`src/rtl/mem_access_ctrl_if.sv`:
```
// Data-bus interface between the memory-access stage and the data memory.
//   dbus_req   : request strobe, held high until the ack cycle
//   dbus_we    : write strobe (stores)
//   dbus_addr  : word-aligned byte address (bits [1:0] are zero)
//   dbus_be    : byte enables, one bit per byte lane
//   dbus_wdata : store data, already replicated onto the addressed lanes
//   dbus_ack   : completion strobe from the memory
//   dbus_rdata : read word, valid with dbus_ack
// The master modport is used by the controller; the slave modport by the memory.
interface mem_access_ctrl_if;
    logic        dbus_req;
    logic        dbus_we;
    logic [31:0] dbus_addr;
    logic [3:0]  dbus_be;
    logic [31:0] dbus_wdata;
    logic        dbus_ack;
    logic [31:0] dbus_rdata;

    modport master (
        output dbus_req, dbus_we, dbus_addr, dbus_be, dbus_wdata,
        input  dbus_ack, dbus_rdata
    );

    modport slave (
        input  dbus_req, dbus_we, dbus_addr, dbus_be, dbus_wdata,
        output dbus_ack, dbus_rdata
    );
endinterface

```
`src/rtl/mem_access_ctrl.sv`:
```
// Memory-access pipeline stage. Non-memory results pass through with one
// cycle of latency; loads and stores issue one data-bus transaction and stall
// upstream until the bus acks or the timeout expires. Misaligned accesses and
// bus timeouts are reported as exceptions on the registered stage outputs.
//   clk, reset        : clock, asynchronous active-low reset
//   ex_*              : upstream EX-stage valid, PC, instruction, ALU result /
//                       effective address, writeback control, op code, store data
//   mem_flush         : kills the current or pending result
//   dbus              : data-bus master port (see mem_access_ctrl_if)
//   mem_busy          : combinational stall to upstream
//   mem_*             : registered stage outputs towards writeback
//   mem_exc/_code     : exception flag; 1 load misaligned, 2 store misaligned,
//                       3 bus timeout
module mem_access_ctrl #(
    parameter int unsigned TIMEOUT_CYCLES = 255
) (
    input  logic              clk,
    input  logic              reset,
    input  logic              ex_en,
    input  logic [29:0]       ex_pc,
    input  logic [31:0]       ex_insn,
    input  logic [31:0]       ex_alu_out,
    input  logic              ex_gpr_we_,
    input  logic [4:0]        ex_dst_addr,
    input  logic [3:0]        ex_mem_op,
    input  logic [31:0]       ex_gpr_data,
    input  logic              mem_flush,
    mem_access_ctrl_if.master dbus,
    output logic              mem_busy,
    output logic              mem_en,
    output logic [29:0]       mem_pc,
    output logic [31:0]       mem_insn,
    output logic [31:0]       mem_out,
    output logic              mem_gpr_we_,
    output logic [4:0]        mem_dst_addr,
    output logic              mem_exc,
    output logic [1:0]        mem_exc_code
);

    typedef enum logic {
        IDLE = 1'b0,
        BUSY = 1'b1
    } state_e;

    typedef enum logic [3:0] {
        OP_NOP = 4'd0,
        OP_LB  = 4'd1,
        OP_LH  = 4'd2,
        OP_LW  = 4'd3,
        OP_LBU = 4'd4,
        OP_LHU = 4'd5,
        OP_SB  = 4'd6,
        OP_SH  = 4'd7,
        OP_SW  = 4'd8
    } op_e;

    localparam logic [7:0] TO_LAST = 8'(TIMEOUT_CYCLES - 1);

    state_e      state_q;
    logic [7:0]  cnt_q;
    logic        flush_q;

    // Latched request, used to build the result when the bus completes.
    op_e         req_op_q;
    logic [31:0] req_addr_q;
    logic [29:0] req_pc_q;
    logic [31:0] req_insn_q;
    logic [4:0]  req_dst_q;
    logic        req_gpr_we_q;

    logic        dbus_req_q;
    logic        dbus_we_q;
    logic [31:0] dbus_addr_q;
    logic [3:0]  dbus_be_q;
    logic [31:0] dbus_wdata_q;

    logic        mem_en_q;
    logic [29:0] mem_pc_q;
    logic [31:0] mem_insn_q;
    logic [31:0] mem_out_q;
    logic        mem_gpr_we_q;
    logic [4:0]  mem_dst_q;
    logic        mem_exc_q;
    logic [1:0]  mem_exc_code_q;

    // Request decode of the incoming EX-stage operation.
    op_e         ex_op;
    logic        is_load;
    logic        is_store;
    logic        misaligned;
    logic [3:0]  be_d;
    logic [31:0] wdata_d;

    assign ex_op = op_e'(ex_mem_op);

    always_comb begin
        is_load    = 1'b0;
        is_store   = 1'b0;
        misaligned = 1'b0;
        be_d       = 4'b1111;
        wdata_d    = '0;
        case (ex_op)
            OP_LB, OP_LBU: is_load = 1'b1;
            OP_LH, OP_LHU: begin
                is_load    = 1'b1;
                misaligned = ex_alu_out[0];
            end
            OP_LW: begin
                is_load    = 1'b1;
                misaligned = |ex_alu_out[1:0];
            end
            OP_SB: begin
                is_store = 1'b1;
                be_d     = 4'b0001 << ex_alu_out[1:0];
                wdata_d  = {4{ex_gpr_data[7:0]}};
            end
            OP_SH: begin
                is_store   = 1'b1;
                misaligned = ex_alu_out[0];
                be_d       = 4'b0011 << ex_alu_out[1:0];
                wdata_d    = {2{ex_gpr_data[15:0]}};
            end
            OP_SW: begin
                is_store   = 1'b1;
                misaligned = |ex_alu_out[1:0];
                wdata_d    = ex_gpr_data;
            end
            default: ;
        endcase
    end

    // Lane selection and extension of the returned read word.
    logic [7:0]  rd_byte;
    logic [15:0] rd_half;
    logic [31:0] load_data;
    logic        req_is_store;

    assign rd_byte      = dbus.dbus_rdata[{req_addr_q[1:0], 3'b000} +: 8];
    assign rd_half      = dbus.dbus_rdata[{req_addr_q[1], 4'b0000} +: 16];
    assign req_is_store = (req_op_q == OP_SB) || (req_op_q == OP_SH) ||
                          (req_op_q == OP_SW);

    always_comb begin
        case (req_op_q)
            OP_LB:   load_data = {{24{rd_byte[7]}}, rd_byte};
            OP_LBU:  load_data = {24'b0, rd_byte};
            OP_LH:   load_data = {{16{rd_half[15]}}, rd_half};
            OP_LHU:  load_data = {16'b0, rd_half};
            default: load_data = dbus.dbus_rdata;
        endcase
    end

    always_ff @(posedge clk or negedge reset) begin
        if (!reset) begin
            state_q        <= IDLE;
            cnt_q          <= '0;
            flush_q        <= 1'b0;
            req_op_q       <= OP_NOP;
            req_addr_q     <= '0;
            req_pc_q       <= '0;
            req_insn_q     <= '0;
            req_dst_q      <= '0;
            req_gpr_we_q   <= 1'b0;
            dbus_req_q     <= 1'b0;
            dbus_we_q      <= 1'b0;
            dbus_addr_q    <= '0;
            dbus_be_q      <= '0;
            dbus_wdata_q   <= '0;
            mem_en_q       <= 1'b0;
            mem_pc_q       <= '0;
            mem_insn_q     <= '0;
            mem_out_q      <= '0;
            mem_gpr_we_q   <= 1'b0;
            mem_dst_q      <= '0;
            mem_exc_q      <= 1'b0;
            mem_exc_code_q <= '0;
        end else begin
            case (state_q)
                IDLE: begin
                    if (mem_flush || !ex_en) begin
                        mem_en_q <= 1'b0;
                    end else if (!is_load && !is_store) begin
                        mem_en_q       <= 1'b1;
                        mem_pc_q       <= ex_pc;
                        mem_insn_q     <= ex_insn;
                        mem_out_q      <= ex_alu_out;
                        mem_gpr_we_q   <= ex_gpr_we_;
                        mem_dst_q      <= ex_dst_addr;
                        mem_exc_q      <= 1'b0;
                        mem_exc_code_q <= '0;
                    end else if (misaligned) begin
                        mem_en_q       <= 1'b1;
                        mem_pc_q       <= ex_pc;
                        mem_insn_q     <= ex_insn;
                        mem_out_q      <= ex_alu_out;
                        mem_gpr_we_q   <= 1'b1;
                        mem_dst_q      <= ex_dst_addr;
                        mem_exc_q      <= 1'b1;
                        mem_exc_code_q <= is_store ? 2'd2 : 2'd1;
                    end else begin
                        state_q      <= BUSY;
                        cnt_q        <= '0;
                        flush_q      <= 1'b0;
                        req_op_q     <= ex_op;
                        req_addr_q   <= ex_alu_out;
                        req_pc_q     <= ex_pc;
                        req_insn_q   <= ex_insn;
                        req_dst_q    <= ex_dst_addr;
                        req_gpr_we_q <= ex_gpr_we_;
                        dbus_req_q   <= 1'b1;
                        dbus_we_q    <= is_store;
                        dbus_addr_q  <= {ex_alu_out[31:2], 2'b00};
                        dbus_be_q    <= be_d;
                        dbus_wdata_q <= wdata_d;
                        mem_en_q     <= 1'b0;
                    end
                end

                BUSY: begin
                    // A flush cannot cancel a bus transaction already in
                    // flight; it only suppresses the eventual result.
                    if (mem_flush) begin
                        flush_q <= 1'b1;
                    end
                    if (dbus.dbus_ack || (cnt_q == TO_LAST)) begin
                        state_q    <= IDLE;
                        cnt_q      <= '0;
                        flush_q    <= 1'b0;
                        dbus_req_q <= 1'b0;
                        dbus_we_q  <= 1'b0;
                        if (flush_q || mem_flush) begin
                            mem_en_q       <= 1'b0;
                            mem_exc_q      <= 1'b0;
                            mem_exc_code_q <= '0;
                        end else begin
                            mem_en_q  <= 1'b1;
                            mem_pc_q  <= req_pc_q;
                            mem_insn_q <= req_insn_q;
                            mem_dst_q <= req_dst_q;
                            if (dbus.dbus_ack) begin
                                mem_exc_q      <= 1'b0;
                                mem_exc_code_q <= '0;
                                if (req_is_store) begin
                                    mem_out_q    <= req_addr_q;
                                    mem_gpr_we_q <= 1'b1;
                                end else begin
                                    mem_out_q    <= load_data;
                                    mem_gpr_we_q <= req_gpr_we_q;
                                end
                            end else begin
                                mem_out_q      <= req_addr_q;
                                mem_gpr_we_q   <= 1'b1;
                                mem_exc_q      <= 1'b1;
                                mem_exc_code_q <= 2'd3;
                            end
                        end
                    end else begin
                        cnt_q <= cnt_q + 8'd1;
                    end
                end

                default: state_q <= IDLE;
            endcase
        end
    end

    assign mem_busy        = (state_q == BUSY) && !dbus.dbus_ack;

    assign dbus.dbus_req   = dbus_req_q;
    assign dbus.dbus_we    = dbus_we_q;
    assign dbus.dbus_addr  = dbus_addr_q;
    assign dbus.dbus_be    = dbus_be_q;
    assign dbus.dbus_wdata = dbus_wdata_q;

    assign mem_en          = mem_en_q;
    assign mem_pc          = mem_pc_q;
    assign mem_insn        = mem_insn_q;
    assign mem_out         = mem_out_q;
    assign mem_gpr_we_     = mem_gpr_we_q;
    assign mem_dst_addr    = mem_dst_q;
    assign mem_exc         = mem_exc_q;
    assign mem_exc_code    = mem_exc_code_q;

endmodule

```
`src/flat_wrapper.sv`:
```
// flat-port wrapper written by rule: the top's interface ports become plain ports
module mem_access_ctrl_flat 
#(
    parameter int unsigned TIMEOUT_CYCLES = 255
)
  (clk, reset, ex_en, ex_pc, ex_insn, ex_alu_out, ex_gpr_we_, ex_dst_addr, ex_mem_op, ex_gpr_data, mem_flush, mem_busy, mem_en, mem_pc, mem_insn, mem_out, mem_gpr_we_, mem_dst_addr, mem_exc, mem_exc_code, dbus_dbus_req, dbus_dbus_we, dbus_dbus_addr, dbus_dbus_be, dbus_dbus_wdata, dbus_dbus_ack, dbus_dbus_rdata);
  mem_access_ctrl_if dbus_i ();
  input  logic clk;
  input  logic reset;
  input  logic ex_en;
  input  logic [29:0] ex_pc;
  input  logic [31:0] ex_insn;
  input  logic [31:0] ex_alu_out;
  input  logic ex_gpr_we_;
  input  logic [4:0] ex_dst_addr;
  input  logic [3:0] ex_mem_op;
  input  logic [31:0] ex_gpr_data;
  input  logic mem_flush;
  output logic mem_busy;
  output logic mem_en;
  output logic [29:0] mem_pc;
  output logic [31:0] mem_insn;
  output logic [31:0] mem_out;
  output logic mem_gpr_we_;
  output logic [4:0] mem_dst_addr;
  output logic mem_exc;
  output logic [1:0] mem_exc_code;
  output wire logic [$bits(dbus_i.dbus_req)-1:0] dbus_dbus_req;
  output wire logic [$bits(dbus_i.dbus_we)-1:0] dbus_dbus_we;
  output wire logic [$bits(dbus_i.dbus_addr)-1:0] dbus_dbus_addr;
  output wire logic [$bits(dbus_i.dbus_be)-1:0] dbus_dbus_be;
  output wire logic [$bits(dbus_i.dbus_wdata)-1:0] dbus_dbus_wdata;
  input wire logic [$bits(dbus_i.dbus_ack)-1:0] dbus_dbus_ack;
  input wire logic [$bits(dbus_i.dbus_rdata)-1:0] dbus_dbus_rdata;
  assign dbus_dbus_req = dbus_i.dbus_req;
  assign dbus_dbus_we = dbus_i.dbus_we;
  assign dbus_dbus_addr = dbus_i.dbus_addr;
  assign dbus_dbus_be = dbus_i.dbus_be;
  assign dbus_dbus_wdata = dbus_i.dbus_wdata;
  assign dbus_i.dbus_ack = dbus_dbus_ack;
  assign dbus_i.dbus_rdata = dbus_dbus_rdata;
  mem_access_ctrl #(.TIMEOUT_CYCLES(TIMEOUT_CYCLES)) u_core (.clk(clk), .reset(reset), .ex_en(ex_en), .ex_pc(ex_pc), .ex_insn(ex_insn), .ex_alu_out(ex_alu_out), .ex_gpr_we_(ex_gpr_we_), .ex_dst_addr(ex_dst_addr), .ex_mem_op(ex_mem_op), .ex_gpr_data(ex_gpr_data), .mem_flush(mem_flush), .dbus(dbus_i), .mem_busy(mem_busy), .mem_en(mem_en), .mem_pc(mem_pc), .mem_insn(mem_insn), .mem_out(mem_out), .mem_gpr_we_(mem_gpr_we_), .mem_dst_addr(mem_dst_addr), .mem_exc(mem_exc), .mem_exc_code(mem_exc_code));
endmodule
```
`config.mk`:
```
export PLATFORM = sky130hd
export DESIGN_NAME = mem_access_ctrl_flat
export DESIGN_NICKNAME = d
export VERILOG_FILES = /design/src/rtl/mem_access_ctrl_if.sv /design/src/rtl/mem_access_ctrl.sv /design/src/flat_wrapper.sv
export SDC_FILE = /design/constraint.sdc
export NUM_CORES = 1
export LEC_CHECK = 0
export BUFFER_PORTS_ARGS = -buffer_cell sky130_fd_sc_hd__buf_2
export CORE_MARGIN = 1
export CORE_UTILIZATION = 25
export CTS_CLUSTER_SIZE = 14
export DETAILED_ROUTE_END_ITERATION = 10
export GPL_TIMING_DRIVEN = 0
export PLACE_DENSITY = 0.48
export REMOVE_ABC_BUFFERS = 1
export SLEW_MARGIN = 5
export SYNTH_ARGS = -nofsm -noshare
export SYNTH_HDL_FRONTEND = slang
export SYNTH_SLANG_ARGS = --single-unit
```
`constraint.sdc`:
```
create_clock -name clk -period 3.65 [get_ports clk]
set_input_delay 0.73 -clock clk [delete_from_list [all_inputs] [get_ports clk]]
set_output_delay 0.73 -clock clk [all_outputs]
set_load 0.01 [all_outputs]
```
==> impl_metrics.py, run 1 <==
metrics = {
    "clock_network": {
        "cts_tree": "built",
        "cts_hold_buf": 0,
        "clock_latency_ns": 0.57,
        "clock_path_buffers": 3,
        "post_cts_buffers": 0,
        "h-tree-depth": 1,
        "cts_root_buffer": "clkbuf_16",
        "cts_sinks": 256,
        "clkSlewWorstSetupHoldPaths_ns": 0.06,
        "cts_buffers": 31,
        "post_cts_resized": 0,
    },
    "routing": {
        "vias": 10300,
        "drcViolationCount": 0,
        "detail_route.iter0.violations": 541,
        "post_drt_wl_per_cell_um": 17.2,
        "dr.pass1.iters": 4,
        "vias_per_cell": 4.63,
        "totalWireLength_um": 38200,
        "postRouteAntennaNets": 0,
    },
    "critical_path": {
        "crit_slowest_cell": "dfrtp_4",
        "worstSetupStartpointType": "flip-flop",
        "arrival_ns": 3.63,
        "crit_top_cell": "buf_12",
        "worst_ep_required_time_ns": 4.10,
        "path_cells": "nor3b_1 -> o211ai_1 -> a21oi_4 -> buf_12 -> buf_12 -> buf_12 -> o221ai_1 -> o21a_1",
        "critPathBufInv": 3,
        "worstSetupEndpointType": "flip-flop",
        "r2r_cells": 8,
        "worst-path-max-fanout": 37,
        "max_stage_delay_ns": 0.67,
        "critPathTopFamily": "compound AO/OA/AOI/OAI gates",
        "timing.rr.end": "u_core.mem_out[28]",
        "critPathKind": "reg2reg",
        "reg2reg_from": "u_core.state_q",
        "crit_start": "u_core.state_q",
        "ff2ff_setup_slack_ns": 0.46,
    },
    "final_layout": {
        "fin_area_mm2": 0.0154,
        "stdcell_count": 2218,
        "fin_util": 0.323,
        "syn2layout_area_growth_pct": 27.6,
        "final_nets": 1751,
        "drive_gt1_frac": 0.276,
    },
    "sta": {
        "finalCritPeriodShare": 0.873,
        "fin_ws_ns": 0.465,
        "setup_viol": 0,
        "min_period_ns": 3.19,
        "timing.fmax_mhz": 314,
        "slew_viol_final": 0,
        "hold_slack_ns": 0.138,
        "relSlewSlack": 0.208,
        "worst_pin_slew_ns": 1.19,
        "hold_violations": 0,
        "worst_clock_skew_ns": 0.0183,
        "rsz0062_at_grt": "false",
        "tns_ns": 0,
    },
    "grt": {
        "grt_max_degree": 100,
        "grt_pass1_wl_um": 60400,
        "grt.total_usage": 0.153,
        "grt_pass1_vias": 10400,
        "antenna_found_initial": 11,
        "overflow": 0,
    },
    "synth": {
        "synth_compound_area_frac": 0.165,
        "synthXorXnorAreaFrac": 0.00145,
        "ys.warnings.count": 0,
        "synthAdderAreaFrac": 0.00207,
        "netlist.area_leader.share": 0.530,
        "yosys-mux-area-fraction": 0.0724,
        "synth-simple-area-share": 0.164,
        "synthTopCellsByArea": "dfrtp_1 53%, nand2_1 10%, mux2i_1 7.0%",
        "async_flop_share": 1.00,
        "yosysTopAreaCell": "dfrtp_1",
        "seq_area_frac_synth": 0.530,
        "ys_ff_latch": 256,
        "synth_edf_count": 0,
        "yosys-top-cells-count": "325 x nand2_1, 256 x dfrtp_1, 129 x nor2_1, 84 x mux2i_1, 82 x a21oi_1",
        "synth.distinct_cells": 61,
        "synthFlopType": "dfrtp_1",
        "yosysMostFrequentCell": "nand2_1",
        "avgSynthCellArea_um2": 9.31,
        "synth_top_family_by_area": "compound AO/OA/AOI/OAI gates",
        "synth_area_mm2": 0.0121,
        "netlist_instances": 1297,
    },
    "min_path": {
        "hold_class": "in2async",
    },
    "place": {
        "post-place-ws_ns": 0.117,
        "portBuffers": 345,
        "place_area_mm2": 0.0144,
        "place_inst": 2158,
        "hpwl_um": 26700,
        "finalWeightedCongestion": 0.796,
    },
    "run_status": {
        "status": "finished, final reports clean",
    },
    "power_and_ir_drop": {
        "p_leak_nw": 7.35,
        "p_total_mw": 9.48,
        "vdd_drop_max_mv": 0.400,
        "power.density_mw_per_mm2": 615,
    },
    "die": {
        "io_pins": 348,
        "initial_core_util": 0.253,
        "coreArea_mm2": 0.0477,
        "die_h_um": 222,
        "dieArea_mm2": 0.0492,
        "die_w_um": 222,
        "num_rows": 80,
    },
    "flow_run": {
        "max_cap_viol_count": 0,
    },
}
## routing by layer
metal	GRT usage	up-vias	wire length, um
met2	0.253	265	18000
li1	-	4954	-
met3	0.0372	65	2290
met5	0	-	57
met1	0.194	4984	16800
met4	0.0560	10	1120
## worst max path at each step
stage,endpoint,slack (ns),cells after the start
5_1_grt,u_core.mem_out[28],0.23,8
4_1_cts,u_core.mem_out[28],0.42,8
3_5_place_dp,u_core.req_addr_q[28],0.12,9
6_report,u_core.mem_out[28],0.46,8
2_1_floorplan,u_core.mem_gpr_we_,-8.44,4
3_3_place_gp,u_core.mem_out[9],-17.00,4
## layout by cell type, fill, tap and decap left out, types with 2 or more instances in the layout
cell type   netlist  routed
or2_2             3       3
o311ai_0          2       2
o32ai_1           2       2
nand3_1          14      14
clkbuf_16         0      31
o221ai_1         25      25
mux2i_1          84      84
o21ai_0          69      69
o21ai_1           5       5
buf_12            0       5
dfrtp_1         256     255
clkinvlp_4        0       3
clkinv_2          0       5
clkbuf_8          0       7
a31oi_1          16      16
clkbuf_1         24       4
a21oi_2          10      10
buf_8             0       3
o21a_1           25      25
nor2_1          129     129
nand2_1         325     324
nand2b_1          9       9
diode_2           0       6
inv_1            35      35
o31ai_1           2       2
o22ai_1           2       2
ha_1              2       2
buf_16            0       9
buf_2            51     344
a221oi_1         27      27
nand4_1           3       3
o211ai_1          8       8
nor2b_1           2       2
nor3b_1           3       3
a21o_1           10      10
a21oi_1          82      81
conb_1            1       2
bufinv_16         0       3
## flip-flops by register name, summed over array words and instances, names as in the netlist, 2 cells and up
signal / count
u_core.mem_exc_code: 2
u_core.dbus.dbus_be: 4
u_core.req_dst_q: 5
u_core.mem_pc: 30
u_core.req_pc_q: 30
u_core.mem_dst_addr: 5
u_core.req_op_q: 4
u_core.dbus.dbus_wdata: 32
u_core.cnt_q: 8
u_core.mem_out: 32
u_core.req_insn_q: 32
u_core.mem_insn: 32
u_core.req_addr_q: 31
## area by class of cell
class	count	area [um^2]
clock buffers	42	887
inverters	36	135
flip-flops and latches	256	6410
clock inverters	12	146
repair buffers	362	2130
multi-input cells	889	4930
fillers	5019	32300
diodes	6	15.0
well taps	615	769
## power breakdown
group | switching (mW) | internal [mW]
registers | 0.429 | 3.52
logic | 1.41 | 0.985
clock network | 1.25 | 1.90
total | 3.09 | 6.40
## kinds of logic (layout without fill, tap and decap cells)
group	count (synthesis)	in the layout
simple gates	496	496
compound gates	301	301
flops	256	256
buf+inv	153	452
mux	86	86
fa+ha+maj	2	2
xor+xnor	2	2
other cells	1	8
## worst register-to-register path: cells and delay by family (launching register included)
family | cells | cell delay (ns)
AO/OA/AOI/OAI | 4 | 1.13
buffers and inverters | 3 | 0.74
flip-flops | 1 | 0.67
AND/OR/NAND/NOR | 1 | 0.53
No activity file was read; power rests on OpenSTA's default activity.
==> run 2: changes to the inputs <==
- ABC_AREA: not set -> 1
==> impl_metrics.py, run 2 <==
metrics = {
    "power_and_ir_drop": {
        "power.density_mw_per_mm2": 654,
        "vdd_drop_max_mv": 0.283,
        "swShare": 0.349,
        "intPower_mw": 6.91,
        "power_switching_mw": 3.71,
        "p_total_mw": 10.6,
        "combPwrFrac": 0.284,
        "power_frac_clock": 0.327,
        "p_seq_frac": 0.389,
        "p_leak_nw": 8.62,
    },
    "place": {
        "finalWeightedCongestion": 0.807,
        "hpwl_um": 28200,
        "place_area_mm2": 0.0150,
        "place_inst": 2624,
        "portBuffers": 345,
    },
    "synth": {
        "netlist_instances": 1718,
        "yosysTopAreaCell": "dfrtp_1",
        "yosysMostFrequentCell": "nand2_1",
        "avgSynthCellArea_um2": 7.43,
        "async_flop_share": 1.00,
        "seq_area_frac_synth": 0.502,
        "synth_area_mm2": 0.0128,
        "netlist.area_leader.share": 0.502,
        "synth.distinct_cells": 32,
        "yosys-top-cells-count": "757 x nand2_1, 256 x dfrtp_1, 221 x o21ai_0, 159 x inv_1, 54 x clkbuf_1",
        "synth_edf_count": 0,
        "ys_ff_latch": 256,
        "synthTopCellsByArea": "dfrtp_1 50%, nand2_1 22%, o21ai_0 8.7%",
        "ys.warnings.count": 0,
        "synthFlopType": "dfrtp_1",
    },
    "routing": {
        "vias_per_cell": 4.44,
        "postRouteAntennaNets": 0,
        "post_drt_wl_per_cell_um": 15.6,
        "dr.pass1.iters": 5,
        "detail_route.iter0.violations": 762,
        "drcViolationCount": 0,
        "totalWireLength_um": 42000,
        "vias": 12000,
    },
    "die": {
        "io_pins": 348,
        "die_w_um": 228,
        "dieArea_mm2": 0.0520,
        "initial_core_util": 0.254,
        "num_rows": 82,
        "die_h_um": 228,
        "coreArea_mm2": 0.0503,
    },
    "sta": {
        "slew_viol_final": 0,
        "worst_pin_slew_ns": 0.957,
        "relSlewSlack": 0.361,
        "hold_slack_ns": 0.152,
        "setup_viol": 0,
        "hold_violations": 0,
        "timing.fmax_mhz": 294,
        "worst_clock_skew_ns": 0.0175,
        "min_period_ns": 3.40,
        "rsz0062_at_grt": "false",
        "finalCritPeriodShare": 0.933,
    },
    "grt": {
        "grt_max_degree": 107,
        "antenna_found_initial": 5,
        "grt_pass1_vias": 11600,
        "grt_pass1_wl_um": 66500,
        "grt.total_usage": 0.162,
        "overflow": 0,
    },
    "min_path": {
        "hold_class": "in2async",
    },
    "clock_network": {
        "h-tree-depth": 2,
        "cts_tree": "built",
        "cts_sinks": 256,
        "clock_path_buffers": 3,
        "clock_latency_ns": 0.54,
        "cts_buffers": 35,
        "clkSlewWorstSetupHoldPaths_ns": 0.05,
        "cts_root_buffer": "clkbuf_16",
        "cts_hold_buf": 0,
    },
    "critical_path": {
        "worst_ep_required_time_ns": 4.12,
        "worstSetupEndpointType": "flip-flop",
        "worst-path-max-fanout": 61,
        "crit_slowest_cell": "nand2_1",
        "path_cells": "buf_2 -> nor2_8 -> nand3_4 -> nand2_1 -> nor2_2 -> nor2_4 -> nand2_2 -> nand2_1 -> nor2_4 -> buf_12 -> inv_6 -> buf_16 -> nand2_1 -> nand2_1",
        "max_stage_delay_ns": 0.51,
        "crit_top_cell": "nand2_1",
        "arrival_ns": 3.87,
        "worstSetupStartpointType": "input port",
        "critPathKind": "in2reg",
    },
    "final_layout": {
        "mostFrequentLayoutCell": "nand2_1",
        "drive_gt1_frac": 0.219,
        "fin_area_mm2": 0.0162,
        "stdcell_count": 2695,
        "layout_common_cells": "757 x nand2_1, 344 x buf_2, 255 x dfrtp_1, 221 x o21ai_0, 156 x inv_1",
        "final_nets": 2171,
        "syn2layout_area_growth_pct": 27.0,
    },
    "flow_run": {
        "max_cap_viol_count": 0,
    },
    "run_status": {
        "status": "finished, final reports clean",
    },
}
-- run 2: cell count changes after synthesis, sizes merged, moves of 26 or more --
cell and delta:
inv +127, a221oi -28, mux2i -84, nand3 +26, nand2 +433, o21ai +152
nor2 -81, a21oi -55, clkbuf +29
-- run 2: per-layer routing --
| layer | GRT usage | vias to the layer above | share of wire |
|---|---|---|---|
| met5 | 0 | - | 0.00098 |
| li1 | - | 5908 | - |
| met2 | 0.261 | 332 | 0.46 |
| met1 | 0.213 | 5657 | 0.45 |
| met4 | 0.0577 | 6 | 0.023 |
| met3 | 0.0345 | 64 | 0.062 |
-- run 2: path summary, 6_finish.rpt --
kind                                         end  slack, ns  cells after the start                from
setup / recovery              u_core.mem_out[27]       0.25                     14        ex_mem_op[0]
hold / removal                    u_core.flush_q       0.15                      1               reset
setup reg to reg              u_core.mem_out[22]       0.42                     12  u_core.req_op_q[2]
hold reg to reg                u_core.mem_pc[24]       0.46                      2   u_core.mem_pc[24]
max in group asynchronous       u_core.mem_pc[2]       2.58                      2               reset
min in group clk           u_core.req_insn_q[23]       0.42                      3         ex_insn[23]
-- run 2: what timing repair did --
item                                    4_1_cts  5_1_grt
hold endpoints to repair                      0        0
resized for setup                             6        2
cloned                                        3        0
buffers inserted                              3        1
endpoints found under the setup margin       88       81
pin swaps                                     2        0
-- run 2: logic make-up after synthesis --
logic type / Yosys count / synth area share
buffers and inverters: 289 / 0.105
other: 1 / 0.000294
adders and majority gates: 2 / 0.00196
xor gates and xnor gates: 4 / 0.00274
and+or+nand+nor: 879 / 0.274
DFF: 256 / 0.502
AOI/OAI and AO/OA: 287 / 0.115
-- run 2: area by class of cell --
cell class	instances	area, um^2
Timing Repair inverter	1	7.51
Sequential cell	256	6410
Inverter	163	632
Fill cell	5463	34100
Timing Repair Buffer	363	2100
Multi-Input combinational cell	1176	5060
Clock inverter	11	123
Tap cell	672	841
Antenna cell	2	5.00
Clock buffer	51	1050
-- run 2: per-stage QoR --
step	TNS [ns]	setup slack, ns	util
final	0	0.245	0.323
after floorplan	-701.84	-4.47	-
after detailed placement	-80.34	-0.762	0.298
after global placement	-2719.94	-10.50	0.291
after CTS	0	0.0204	0.322
after global routing	0	0.0381	0.323
-- run 2: critical path, delay by kind of cell --
kind | cells | cell delay (ns)
and+or+nand+nor | 10 | 2.02
buffers and inverters | 4 | 1.01
-- run 2: power by group through the flow --
stage / registers [mW] / clock network (mW) / logic (mW)
floorplan: 4.41 / 0 / 1.36
finish: 4.13 / 3.47 / 3.02
global placement: 4.16 / 0 / 3.02
CTS: 4.13 / 3.61 / 3.08
global route: 4.25 / 3.72 / 3.43
detailed placement: 4.17 / 0 / 3.04
==> run 3: changes to the inputs <==
- CTS_BUF_LIST: not set -> sky130_fd_sc_hd__clkbuf_8 sky130_fd_sc_hd__clkbuf_16
==> impl_metrics.py, run 3 (synthesis gave the netlist of run 2 again) <==
metrics = {
    "run_status": {
        "status": "finished, final reports clean",
    },
    "power_and_ir_drop": {
        "power_frac_clock": 0.326,
        "vdd_drop_max_mv": 0.284,
        "p_seq_frac": 0.389,
        "p_leak_nw": 8.65,
        "intPower_mw": 6.89,
        "swShare": 0.350,
        "combPwrFrac": 0.285,
        "power.density_mw_per_mm2": 654,
        "power_switching_mw": 3.71,
    },
    "critical_path": {
        "reg2reg_from": "u_core.req_op_q[2]",
        "ff2ff_setup_slack_ns": 0.42,
        "arrival_ns": 3.88,
        "worstSetupStartpointType": "input port",
        "r2r_cells": 12,
        "worst_ep_required_time_ns": 4.12,
        "worst-path-max-fanout": 61,
        "timing.rr.end": "u_core.mem_out[22]",
        "worstSetupEndpointType": "flip-flop",
        "critPathKind": "in2reg",
    },
    "die": {
        "die_h_um": 228,
        "num_rows": 82,
        "dieArea_mm2": 0.0520,
        "coreArea_mm2": 0.0503,
        "io_pins": 348,
        "die_w_um": 228,
        "initial_core_util": 0.254,
    },
    "final_layout": {
        "fin_util": 0.323,
        "layout_common_cells": "757 x nand2_1, 344 x buf_2, 255 x dfrtp_1, 221 x o21ai_0, 162 x inv_1",
        "final_nets": 2171,
        "mostFrequentLayoutCell": "nand2_1",
        "stdcell_count": 2695,
        "syn2layout_area_growth_pct": 27.0,
        "drive_gt1_frac": 0.219,
    },
    "flow_run": {
        "max_cap_viol_count": 0,
    },
    "grt": {
        "grt_pass1_wl_um": 66500,
        "overflow": 0,
        "antenna_found_initial": 5,
        "grt.total_usage": 0.162,
        "grt_pass1_vias": 11600,
        "grt_max_degree": 107,
    },
    "sta": {
        "timing.fmax_mhz": 293,
        "hold_slack_ns": 0.151,
        "relSlewSlack": 0.362,
        "worst_pin_slew_ns": 0.956,
        "worst_clock_skew_ns": 0.0172,
        "slew_viol_final": 0,
        "finalCritPeriodShare": 0.934,
        "hold_violations": 0,
        "min_period_ns": 3.41,
        "tns_ns": 0,
        "rsz0062_at_grt": "false",
        "setup_viol": 0,
    },
    "routing": {
        "vias": 11900,
        "detail_route.iter0.violations": 763,
        "post_drt_wl_per_cell_um": 15.6,
        "vias_per_cell": 4.43,
        "totalWireLength_um": 41900,
        "postRouteAntennaNets": 0,
        "dr.pass1.iters": 5,
        "drcViolationCount": 0,
    },
    "clock_network": {
        "cts_root_buffer": "clkbuf_16",
        "clkSlewWorstSetupHoldPaths_ns": 0.05,
        "clock_path_buffers": 3,
        "cts_sinks": 256,
        "cts_hold_buf": 0,
        "cts_buffers": 35,
        "cts_tree": "built",
        "h-tree-depth": 2,
        "clock_latency_ns": 0.54,
    },
    "place": {
        "hpwl_um": 28200,
        "finalWeightedCongestion": 0.807,
        "place_inst": 2624,
        "portBuffers": 345,
    },
    "min_path": {
        "hold_class": "in2async",
    },
}
[run 3: per-stage QoR]
step / power (mW) / setup WS [ns] / cell area, um^2
2_1_floorplan: 5.77 / -4.47 / 12000
3_3_place_gp: 7.18 / -10.50 / 14600
3_5_place_dp: 7.21 / -0.762 / 15000
4_1_cts: 10.8 / 0.0205 / 16200
5_1_grt: 11.4 / 0.0383 / 16200
6_report: 10.6 / 0.239 / 16200
[run 3: worst max-delay path: stages]
cell and delay, ns:
buf_2 0.17, nor2_8 0.32, nand3_4 0.22, nand2_1 0.51, nor2_2 0.13, nor2_4 0.12
nand2_2 0.14, nand2_1 0.29, nor2_4 0.10, buf_12 0.17, inv_6 0.34, buf_16 0.32
nand2_1 0.11, nand2_1 0.08
[run 3: metal layers]
| layer | global-route usage | routed length, um |
|---|---|---|
| met4 | 0.0577 | 944 |
| met3 | 0.0345 | 2710 |
| met1 | 0.213 | 18900 |
| met5 | 0 | 41 |
| met2 | 0.261 | 19400 |
[run 3: worst max path at each step]
| stage | startpoint | endpoint | slack, ns | cells after the start |
|---|---|---|---|---|
| after floorplan | ex_mem_op[2] | u_core.req_dst_q[0] | -4.47 | 10 |
| after global placement | ex_mem_op[3] | u_core.req_dst_q[0] | -10.50 | 10 |
| after detailed placement | ex_mem_op[3] | u_core.req_dst_q[0] | -0.76 | 11 |
| after CTS | ex_mem_op[3] | u_core.dbus.dbus_wdata[1] | 0.02 | 11 |
| after global routing | ex_mem_op[0] | u_core.mem_out[12] | 0.04 | 14 |
| final | ex_mem_op[0] | u_core.mem_out[27] | 0.24 | 14 |
[run 3: layout make-up]
cell class / count / area, um^2
Clock inverter: 17 / 145
Clock buffer: 45 / 1020
Sequential cell: 256 / 6410
Timing Repair Buffer: 363 / 2100
Inverter: 163 / 632
Multi-Input combinational cell: 1176 / 5060
Fill cell: 5463 / 34100
Antenna cell: 2 / 5.00
Tap cell: 672 / 841
Timing Repair inverter: 1 / 7.51
[run 3: power groups by stage]
| stage | clock [mW] | combinational, mW | sequential, mW |
|---|---|---|---|
| global placement | 0 | 3.02 | 4.16 |
| finish | 3.46 | 3.02 | 4.13 |
| detailed placement | 0 | 3.04 | 4.17 |
| global route | 3.71 | 3.43 | 4.25 |
| floorplan | 0 | 1.36 | 4.41 |
| CTS | 3.59 | 3.08 | 4.13 |
[run 3: repair_timing]
item                                    in CTS  in global routing
resized for setup                            6                  2
setup buffers                                3                  1
pin swaps                                    2                  0
cloned                                       3                  0
endpoints found under the setup margin      88                 81
